`src/rtl/wb_arb_pkg.sv`:
```
// Shared types and constants for the two-master Wishbone memory arbiter.
package wb_arb_pkg;

  typedef enum logic [1:0] {ARB_IDLE, ARB_GRANT0, ARB_GRANT1} arb_state_t;

  localparam logic [1:0] GRANT_NONE = 2'b00;
  localparam logic [1:0] GRANT_M0   = 2'b01;
  localparam logic [1:0] GRANT_M1   = 2'b10;

  function automatic logic [1:0] state_to_grant(input arb_state_t st);
    case (st)
      ARB_GRANT0: return GRANT_M0;
      ARB_GRANT1: return GRANT_M1;
      default:    return GRANT_NONE;
    endcase
  endfunction

endpackage

```
`src/rtl/wb_arb_timeout.sv`:
```
// Per-grant ack timeout: saturating cycle counter with terminal-count flag.
module wb_arb_timeout #(
  parameter int unsigned TIMEOUT_CYCLES = 255
) (
  input  logic clk,
  input  logic rst,
  input  logic clr,
  input  logic en,
  output logic tc
);

  generate
    if (TIMEOUT_CYCLES == 0) begin : g_off
      assign tc = 1'b0;
    end else begin : g_on
      localparam int unsigned CW = $clog2(TIMEOUT_CYCLES + 1);
      localparam logic [CW-1:0] TC_VAL = CW'(TIMEOUT_CYCLES - 1);

      logic [CW-1:0] count;

      // Holds at the terminal value instead of wrapping.
      always_ff @(posedge clk) begin
        if (rst || clr) begin
          count <= '0;
        end else if (en && (count != TC_VAL)) begin
          count <= count + 1'b1;
        end
      end

      assign tc = (count == TC_VAL);
    end
  endgenerate

endmodule

```
`src/rtl/wb_mem_arbiter.sv`:
```
// Round-robin arbiter sharing one Wishbone-classic memory port between
// instruction fetch (m0) and data access (m1), one transaction per grant.
//
// state      | meaning
// ARB_IDLE   | no owner, memory bus quiet, arbitrating pending requests
// ARB_GRANT0 | m0 owns the memory bus until ack, abandon or timeout
// ARB_GRANT1 | m1 owns the memory bus until ack, abandon or timeout
module wb_mem_arbiter
  import wb_arb_pkg::*;
#(
  parameter int          ADDR_WIDTH     = 32,
  parameter int          DATA_WIDTH     = 32,
  parameter int unsigned TIMEOUT_CYCLES = 255
) (
  input  logic                  clk,
  input  logic                  rst,
  input  logic                  m0_cyc,
  input  logic                  m0_stb,
  input  logic                  m0_we,
  input  logic [ADDR_WIDTH-1:0] m0_addr,
  input  logic [DATA_WIDTH-1:0] m0_data_i,
  output logic [DATA_WIDTH-1:0] m0_data_o,
  output logic                  m0_ack,
  output logic                  m0_err,
  input  logic                  m1_cyc,
  input  logic                  m1_stb,
  input  logic                  m1_we,
  input  logic [ADDR_WIDTH-1:0] m1_addr,
  input  logic [DATA_WIDTH-1:0] m1_data_i,
  output logic [DATA_WIDTH-1:0] m1_data_o,
  output logic                  m1_ack,
  output logic                  m1_err,
  output logic                  s_cyc,
  output logic                  s_stb,
  output logic                  s_we,
  output logic [ADDR_WIDTH-1:0] s_addr,
  output logic [DATA_WIDTH-1:0] s_data_o,
  input  logic [DATA_WIDTH-1:0] s_data_i,
  input  logic                  s_ack,
  output logic [1:0]            grant
);

  arb_state_t state;
  arb_state_t state_next;
  logic       last_grant;
  logic       last_grant_next;
  logic       req0;
  logic       req1;
  logic       tmr_clr;
  logic       tmr_en;
  logic       tmr_tc;

  assign req0 = m0_cyc & m0_stb;
  assign req1 = m1_cyc & m1_stb;

  // Count restarts whenever ownership changes, so each grant gets a full budget.
  assign tmr_clr = (state == ARB_IDLE) || (state_next != state);
  assign tmr_en  = (state != ARB_IDLE) && !s_ack;

  wb_arb_timeout #(
    .TIMEOUT_CYCLES(TIMEOUT_CYCLES)
  ) u_timeout (
    .clk (clk),
    .rst (rst),
    .clr (tmr_clr),
    .en  (tmr_en),
    .tc  (tmr_tc)
  );

  always_ff @(posedge clk) begin
    if (rst) begin
      state      <= ARB_IDLE;
      last_grant <= 1'b1;
    end else begin
      state      <= state_next;
      last_grant <= last_grant_next;
    end
  end

  always_comb begin
    state_next      = state;
    last_grant_next = last_grant;
    unique case (state)
      ARB_IDLE: begin
        if (req0 && (!req1 || last_grant)) begin
          state_next = ARB_GRANT0;
        end else if (req1) begin
          state_next = ARB_GRANT1;
        end
      end
      ARB_GRANT0: begin
        if (s_ack) begin
          last_grant_next = 1'b0;
          state_next      = req1 ? ARB_GRANT1 : ARB_IDLE;
        end else if (!m0_cyc) begin
          state_next = ARB_IDLE;
        end else if (tmr_tc) begin
          last_grant_next = 1'b0;
          state_next      = ARB_IDLE;
        end
      end
      ARB_GRANT1: begin
        if (s_ack) begin
          last_grant_next = 1'b1;
          state_next      = req0 ? ARB_GRANT0 : ARB_IDLE;
        end else if (!m1_cyc) begin
          state_next = ARB_IDLE;
        end else if (tmr_tc) begin
          last_grant_next = 1'b1;
          state_next      = ARB_IDLE;
        end
      end
      default: state_next = ARB_IDLE;
    endcase
  end

  // Gated by rst so a reset mid-transaction drops the bus in the same cycle.
  always_comb begin
    s_cyc     = 1'b0;
    s_stb     = 1'b0;
    s_we      = 1'b0;
    s_addr    = '0;
    s_data_o  = '0;
    m0_ack    = 1'b0;
    m0_err    = 1'b0;
    m0_data_o = '0;
    m1_ack    = 1'b0;
    m1_err    = 1'b0;
    m1_data_o = '0;
    grant     = GRANT_NONE;
    if (!rst) begin
      grant = state_to_grant(state);
      unique case (state)
        ARB_GRANT0: begin
          s_cyc     = m0_cyc;
          s_stb     = m0_stb;
          s_we      = m0_we;
          s_addr    = m0_addr;
          s_data_o  = m0_data_i;
          m0_ack    = s_ack;
          m0_err    = m0_cyc & tmr_tc & ~s_ack;
          m0_data_o = s_data_i;
        end
        ARB_GRANT1: begin
          s_cyc     = m1_cyc;
          s_stb     = m1_stb;
          s_we      = m1_we;
          s_addr    = m1_addr;
          s_data_o  = m1_data_i;
          m1_ack    = s_ack;
          m1_err    = m1_cyc & tmr_tc & ~s_ack;
          m1_data_o = s_data_i;
        end
        default: ;
      endcase
    end
  end

endmodule
```
`config.mk`:
```
export PLATFORM = sky130hd
export DESIGN_NAME = wb_mem_arbiter
export DESIGN_NICKNAME = d
export VERILOG_FILES = /design/src/rtl/wb_arb_pkg.sv /design/src/rtl/wb_arb_timeout.sv /design/src/rtl/wb_mem_arbiter.sv
export SDC_FILE = /design/constraint.sdc
export NUM_CORES = 1
export LEC_CHECK = 0
export CORE_AREA = 2 2 117 119
export CTS_BUF_LIST = sky130_fd_sc_hd__clkbuf_16
export DETAILED_ROUTE_END_ITERATION = 8
export DIE_AREA = 0 0 119 121
export DONT_BUFFER_PORTS = 1
export PLACE_DENSITY_LB_ADDON = 0.2
export SLEW_MARGIN = 10
export SYNTH_ARGS = -nofsm -noshare
export SYNTH_HDL_FRONTEND = slang
export SYNTH_SLANG_ARGS = --single-unit
```
`constraint.sdc`:
```
create_clock -name clk -period 2 [get_ports clk]
set_clock_uncertainty 0.05 [all_clocks]
set_input_delay 0.2 -clock clk [delete_from_list [all_inputs] [get_ports clk]]
set_output_delay 0.2 -clock clk [all_outputs]
set_load 0.01 [all_outputs]
```
# == Word level (Yosys, flattened, before mapping) ==
# Index checks and enable logic that the tools add are counted.
# word_totals
ff_bits,11
latchBits,0
mem_bits_rw,0
romBits,0
in_bits,169
out_inout_bits,137
wordCells,73
memories,0
# classes
n_addsub,1
mul,0
div,0
magnitude_cmp,0
n_eq_ne,9
n_shift,0
n_mux,41
bitwise,7
reduce_logical,12
# ops
cell,count
$mux W32,6
$pmux W32 S2,2
$mux W1,18
$mux W2,9
$ne A3 B3 Y1 const B,4
$add A8 B1 Y8 const B,1
$eq A8 B8 Y1 const B,1
$ne A8 B8 Y1 const B,1
$pmux W1 S2,4
$and A1 B1 Y1,6
$pmux W2 S3,1
$reduce_and A5 Y1,1
$pmux W2 S2,1
$reduce_bool A2 Y1,2
$logic_and A1 B1 Y1,3
$logic_or A1 B1 Y1,3
$eq A2 B1 Y1 const B,1
$eq A2 B2 Y1 const B,1
$logic_not A1 Y1,2
$logic_not A2 Y1,1
$ne A2 B2 Y1,1
$not A1 Y1,1

# == Longest topological paths before layout ==
# Gate-level depths: netlist of the first run.
# logic_depth
word_depth,9
ltp_mapped,8
ltp_nobuf,7

# == By module ==
# Synthesis of the first run repeated with hierarchy kept, for this count alone.
# hier_totals
hier_cells,329
area_unflattened_um2,2114.5
# modules_own_cells
mod,instances,cells_each,area_per_inst_um2,seq_area_each_um2
wb_mem_arbiter,1,279,1682.9,60.1
wb_arb_timeout,1,50,431.7,160.2

# == Worst setup path after synthesis of the first run ==
# No wires, ideal clock.
# synth_timing
path_kind,reg2out
start,reg state[0]
end,out m1_data_o[22]
t_arrival_ps,1505
required_ps,1750
path_slack_ps,245
path_stages_with_launch,7
n_path_buf,2
path_cell_list,dfxtp_1 -> inv_1 -> ha_1 -> buf_4 -> nor2b_1 -> clkbuf_1 -> and2_1
# synth_via
elab_chain_cells,3
# synth_rtl
item,line,text
start: declaration,wb_mem_arbiter.sv:43,arb_state_t state;
start signal: assignment,wb_mem_arbiter.sv:75,state <= state_next;
$eq A2 B2 Y1,wb_mem_arbiter.sv:133,unique case (state)
$mux W32,wb_mem_arbiter.sv:133,
$mux W32,wb_mem_arbiter.sv:131,if (!rst) begin
end: declaration,wb_mem_arbiter.sv:30,"output logic [DATA_WIDTH-1:0] m1_data_o,"
# Every way passes these cells.

# == Final worst setup path of the first run ==
# layout_timing
start,reg state[0]
end,out s_addr[8]
# layout_via
elab_chain_cells,3
# layout_rtl
item,line,text
$eq A2 B2 Y1 or $eq A2 B1 Y1 (tied branches),wb_mem_arbiter.sv:133,
$pmux W32 S2 (*),wb_mem_arbiter.sv:133,
$mux W32 (*),wb_mem_arbiter.sv:131,
end: declaration,wb_mem_arbiter.sv:36,"output logic [ADDR_WIDTH-1:0] s_addr,"
# Every way passes the cells marked *; elsewhere a longest branch is shown, timed or not.

==> qor.csv, run 1 <==
stage,metric,value,unit
synth,yosysSeqAreaShare,10.5,%
clocking,clk_pin_slew_worst_paths,0.04,ns
synth,yosysUniqueCellTypes,37,
global_route,grt_overflow,0,
placed_design,io_buffer_count,0,
power,pwr_density_cell,390,nW/um2
power,p_leak,0.786,nW
global_route,gr-usage-met3,0.799,%
placed_design,dp_hpwl,7740,um
sta,setup_tns,0,ns
sta,drv_slew,0,
synth,synth-seq-cells,11,
clocking,clk_latency,0.24,ns
clocking,clock-sinks,11,
sta,period_share,95.9,%
drt,wl_per_cell,19.2,um
synth,synthFlopType,dfxtp_1,
sta,worstMarginPinSlew,0.343,ns
outcome,status,completed,
clocking,clockRootBuffer,clkbuf_16,
die,pin_count,306,
global_route,met2_usage,21.7,%
sta,fmax,521,MHz
synth,synthCells,328,
die,die_area,14400,um2
synth,syn_area,2100,um2
drt,vias,2573,
drt,via_per_inst,5.14,
drt,drc,0,
setup_path,arrival,1.67,ns
cells_and_area,drive_gt1_share,14.5,%
drt,antenna_left,0,
worst_hold_path,hp-class,input port to flop,
power,p_switching,0.361,mW
setup_path,end_kind,output pin,
clocking,clockBufferDepth,2,
clocking,numCtsBuffers,3,
placed_design,gp_congestion,0.818,
global_route,antenna_found_initial,0,
sta,timing.final.crit_period,1.92,ns
die,start_util,16.0,%
worst_hold_path,min_path_cells,1,
setup_path,crit_fanout,33,
die,rows,42,
clocking,cts_tree,built,
global_route,grt_start_max_net_pins,51,
global_route,track_usage,11.4,%
power,ir_drop,218,uV
setup_path,reg2reg_from,u_timeout.g_on.count[0]$_SDFFE_PP0P_,
setup_path,crit_required,1.75,ns
cells_and_area,fin_area,2590,um2
global_route,grt_pass1_wl,12600,um
cells_and_area,fillers,1482,
drt,drt_wl_total,9620,um
cells_and_area,area_growth,23.7,%
cells_and_area,nNetsFinal,502,
worst_hold_path,hold_end,last_grant$_SDFFE_PP1P_,
setup_path,criticalPathCategory,flop to output pin,
synth,syn_nets,504,
sta,timing.slew.headroom,76.9,%
sta,final_hold_viol_count,0,
die,die_h,121,um
synth,yosys_warnings,0,
global_route,use_met1,14.2,%
cells_and_area,num_antenna_cells,0,
clocking,cts_setup_buffers,0,
power,p_comb_share,39.8,%
synth,synthArstFlopShare,0,%
sta,rsz0062_at_grt,false,
job,max-cap-violations,0,
global_route,grt_pass1_vias,2185,
power,seq_power_share,23.1,%
drt,dr.pass1.iters,4,
placed_design,post_dp_cell_area,2410,um2
synth,synth_edf_count,0,
global_route,grt.busiest_layer,met2,
worst_hold_path,min_from,rst,
synth,avgSynthCellArea,6.39,um2
power,p_sw_share,35.6,%
setup_path,start_kind,flop,
drt,drtIter0Drc,128,
die,dieWidth,119,um
sta,setup_viol,0,
setup_path,r2r-end,u_timeout.g_on.count[6]$_SDFFE_PP0P_,
die,coreArea,13100,um2
setup_path,worst-r2r-cell-count,8,
setup_path,worst-r2r-setup-slack,0.27,ns
clocking,htreeDepth,1,
power,cellInternalPower,0.651,mW
power,clkPwrFrac,37.1,%
[flip-flops by register name, indices dropped and copies added (netlist names)]
register,count
last_grant,1
state,2
u_timeout.g_on.count,8
[repair_timing]
action | CTS | global route
hold endpoints to repair | 2 | 0
gates cloned | 1 | 0
resized for setup | 5 | 9
hold buffers | 1 | 0
setup endpoints to repair | 20 | 113
[layout by cell type, fill, tap and decap left out, types with 4 or more instances in the layout]
master | netlist | layout
buf_4 | 2 | 16
ha_1 | 7 | 5
nand2_1 | 8 | 8
a22oi_1 | 67 | 65
and2_1 | 66 | 66
nor3_1 | 5 | 4
o21ai_0 | 4 | 4
dfxtp_1 | 11 | 9
buf_12 | 0 | 5
nand3_1 | 8 | 8
nor2_1 | 80 | 78
xnor2_1 | 7 | 7
[worst max-delay path, cell delays in order, from the launching register on]
cell and delay [ns]:
dfxtp_4 0.37, inv_1 0.14, ha_4 0.23, bufbuf_16 0.36, a22oi_1 0.10, nor2_1 0.21
[through the flow]
step | util (%) | hold slack, ns | std cells | power (mW) | setup WS (ns)
floorplan | - | 0.223 | 328 | 0.519 | 0.245
global placement | 18.5 | 0.228 | 495 | 0.610 | 0.0229
detailed placement | 18.5 | 0.228 | 495 | 0.611 | 0.0292
CTS | 19.5 | 0.0157 | 501 | 1.01 | 0.0130
global route | 19.8 | 0.0189 | 501 | 1.07 | 0.0104
finish | 19.8 | 0.0189 | 501 | 1.01 | 0.0820
[cell usage after synthesis (2+ instances only)]
master,count,share of area (%)
o21ai_0,4,0.95
a31oi_1,2,0.60
o21ai_2,2,0.84
nor3_1,5,1.2
a22oi_1,67,24
nand2b_1,3,0.90
a21oi_1,3,0.72
buf_4,2,0.72
and3_1,2,0.60
dfxtp_1,11,11
inv_1,4,0.72
and2_1,66,20
xnor2_1,7,2.9
nor2_1,80,14
nor2b_1,3,0.90
buf_2,7,1.7
clkbuf_1,20,3.6
nand3_1,8,1.9
ha_1,7,4.2
nand2_1,8,1.4
[layout make-up]
| cell class | instances | area (um2) | share of cell area [%] |
|---|---|---|---|
| Clock inverter | 1 | 5.00 | 0.193 |
| Inverter | 4 | 15.0 | 0.579 |
| Multi-Input combinational cell | 282 | 1780 | 68.5 |
| Sequential cell | 11 | 225 | 8.68 |
| Tap cell | 176 | 220 | 8.49 |
| Clock buffer | 3 | 75.1 | 2.89 |
| Timing Repair Buffer | 24 | 278 | 10.7 |
[how the worst max path moves through the flow]
| stage | startpoint | end | slack [ns] | cells past startpoint |
|---|---|---|---|---|
| 2_1_floorplan | state[0]$_SDFF_PP0_ | m1_data_o[22] | 0.25 | 6 |
| 3_3_place_gp | state[0]$_SDFF_PP0_ | s_data_o[29] | 0.02 | 6 |
| 3_5_place_dp | state[0]$_SDFF_PP0_ | s_data_o[29] | 0.03 | 6 |
| 4_1_cts | state[0]$_SDFF_PP0_ | s_addr[8] | 0.01 | 5 |
| 5_1_grt | state[0]$_SDFF_PP0_ | s_addr[11] | 0.01 | 5 |
| 6_report | state[0]$_SDFF_PP0_ | s_addr[8] | 0.08 | 5 |
[kinds of logic (layout without fill, tap and decap cells)]
family                     Yosys count  in the layout  synth area share [%]
and+or+nand+nor                    183            183                  44.9
AOI/OAI and AO/OA                   85             85                  30.1
buffers and inverters               35             32                  7.40
DFF                                 11             11                  10.5
adders and majority gates            7              7                  4.18
xor gates and xnor gates             7              7                  2.92
[metal layers]
metal / part of all wire, % / vias up
li1: - / 1139
met1: 39 / 1211
met2: 53 / 221
met3: 7.7 / 2
met4: 0.38 / 0
met5: 0 / -
[power groups by stage]
stage	registers, mW	clock network [mW]	logic [mW]
2_1_floorplan	0.234	0	0.285
3_3_place_gp	0.236	0	0.374
3_5_place_dp	0.236	0	0.375
4_1_cts	0.232	0.380	0.395
5_1_grt	0.234	0.391	0.442
6_report	0.234	0.375	0.402
Note: power is estimated with default switching activity, not from simulation.
==> run 2, diff against run 1 <==
- DONT_BUFFER_PORTS: 1 -> not set
- clock period: 2 -> 2.4 ns (I/O delays scaled with it)
==> qor.csv, run 2 (same netlist as run 1, synthesis figures left out) <==
stage,metric,value,unit,change
outcome,status,completed,,
cells_and_area,layout_common_cells,"298 x clkdlybuf4s50_1, 78 x nor2_1, 66 x and2_1, 66 x a22oi_1, 9 x dfxtp_1",,
placed_design,gp_congestion,0.869,,+6.2%
placed_design,post_dp_cell_area,5400,um2,+120%
sta,worstMarginPinSlew,0.336,ns,-0.00692 ns
power,p_comb_share,58.5,%,+19 points
setup_path,start_kind,flop,,
die,coreArea,13100,um2,unchanged
cells_and_area,drive_gt1_share,5.51,%,-9.0 points
sta,rsz0062_at_grt,false,,
setup_path,criticalPathCategory,flop to output pin,,
clocking,clockRootBuffer,clkbuf_16,,
drt,vias,3548,,+38%
cells_and_area,fin_cells,793,,+58%
cells_and_area,max_flop_register,u_timeout.g_on.count,,
cells_and_area,layout_commonest_cell,clkdlybuf4s50_1,,
sta,period_share,96.7,%,
placed_design,io_buffer_count,305,,+305
power,cellInternalPower,0.835,mW,+28%
die,die_h,121,um,unchanged
drt,antenna_left,0,,unchanged
power,pwr_density_cell,215,nW/um2,-45%
die,pin_count,306,,unchanged
global_route,track_usage,15.7,%,+4.3 points
cells_and_area,area_growth,164,%,
global_route,grt_start_max_net_pins,68,,+33%
cells_and_area,largest_reg_flops,8,,unchanged
power,p_leak,1.95,nW,+150%
global_route,antenna_found_initial,0,,unchanged
placed_design,placedCellCount,789,,+59%
sta,holdWs,0.487,ns,+0.468 ns
sta,final_hold_viol_count,0,,unchanged
setup_path,arrival,2.03,ns,+0.36 ns
setup_path,crit_required,2.11,ns,+0.36 ns
cells_and_area,reg.largest.list,"u_timeout.g_on.count x8, state x2, last_grant x1",,
power,p_switching,0.357,mW,-0.87%
clocking,postCtsHoldBufs,0,,-1
global_route,grt_pass1_vias,3390,,+55%
sta,timing.slew.headroom,77.6,%,+0.63 points
sta,timing.final.crit_period,2.32,ns,
clocking,htreeDepth,1,,unchanged
drt,drtIter0Drc,90,,-30%
cells_and_area,fin_area,5540,um2,+110%
clocking,cts_tree,built,,
drt,dr.pass1.iters,4,,unchanged
die,rows,42,,unchanged
drt,wl_per_cell,15.9,um,-17%
sta,setup_viol,0,,unchanged
drt,via_per_inst,4.47,,-13%
global_route,grt_pass1_wl,18100,um,+43%
worst_hold_path,hp-class,flop to flop,,
cells_and_area,nNetsFinal,794,,+58%
power,clkPwrFrac,25.3,%,-12 points
clocking,cts_setup_buffers,0,,unchanged
drt,drt_wl_total,12600,um,+31%
clocking,clk_pin_slew_worst_paths,0.04,ns,about the same
setup_path,end_kind,output pin,,
clocking,clock-sinks,11,,unchanged
clocking,clk_latency,0.24,ns,about the same
die,dieWidth,119,um,unchanged
sta,fmax,431,MHz,
placed_design,dp_hpwl,10500,um,+36%
setup_path,crit_fanout,67,,+100%
sta,drv_slew,0,,unchanged
clocking,numCtsBuffers,3,,unchanged
global_route,grt_overflow,0,,unchanged
die,die_area,14400,um2,unchanged
power,seq_power_share,16.3,%,-6.8 points
sta,setup_tns,0,ns,unchanged
cells_and_area,num_antenna_cells,0,,unchanged
power,p_sw_share,30.0,%,-5.7 points
cells_and_area,finalCoreUtilization,42.3,%,+22 points
die,start_util,16.0,%,unchanged
drt,drc,0,,unchanged
power,ir_drop,155,uV,-29%
job,max-cap-violations,0,,unchanged
clocking,clockBufferDepth,2,,unchanged
run 2: metal layers:
layer  vias up  GRT usage, %  part of all wire, %
met2       211          31.6                   54
met1      1591          16.0                   35
met5         -             0                    0
li1       1729             -                    -
met4         0          3.72                  2.1
met3        17          3.81                  8.7
run 2: area by class of cell:
type / instances / area [um2]
fill: 1345 / 7550
timing repair buffer: 316 / 3230
multi-input combinational: 282 / 1760
sequential: 11 / 225
tap: 176 / 220
clock buffer: 3 / 75.1
inverter: 4 / 15.0
clock inverter: 1 / 3.75
run 2: path summary, 6_finish.rpt:
path                           startpoint                 endpoint  slack, ns  cells past startpoint
setup reg to reg      state[0]$_SDFF_PP0_      state[0]$_SDFF_PP0_       0.53                      6
hold reg to reg   last_grant$_SDFFE_PP1P_  last_grant$_SDFFE_PP1P_       0.49                      1
hold / removal    last_grant$_SDFFE_PP1P_  last_grant$_SDFFE_PP1P_       0.49                      1
setup / recovery      state[0]$_SDFF_PP0_               s_addr[30]       0.08                      6
run 2: power groups by stage:
stage | Sequential, mW | Clock [mW] | Combinational (mW)
final | 0.194 | 0.301 | 0.697
after global routing | 0.194 | 0.315 | 0.747
after CTS | 0.193 | 0.307 | 0.703
after detailed placement | 0.195 | 0 | 0.692
after global placement | 0.195 | 0 | 0.685
after floorplan | 0.195 | 0 | 0.238
run 2: worst max-delay path: stages (launching register included):
cell             delay, ns
dfxtp_4               0.39
inv_2                 0.07
ha_1                  0.29
nand2b_2              0.07
buf_12                0.19
nor2_2                0.17
clkdlybuf4s50_1       0.55
run 2: what timing repair did:
| action | in CTS | in global routing |
|---|---|---|
| setup endpoints to repair | 114 | 106 |
| resized for setup | 12 | 9 |
| pin swaps | 0 | 1 |
run 2: stage by stage:
step	power, mW	worst slack, ns
after detailed placement	0.887	0.0910
after global routing	1.26	0.0144
after CTS	1.20	0.0114
after floorplan	0.432	0.605
final	1.19	0.0798
after global placement	0.880	0.119
==> run 3, diff against run 2 <==
- CTS_CLUSTER_DIAMETER: not set -> 120
- SLEW_MARGIN: 10 -> 25
==> results of run 3 <==
Same layout as run 2: the final DEF is identical, and so are final timing and power.
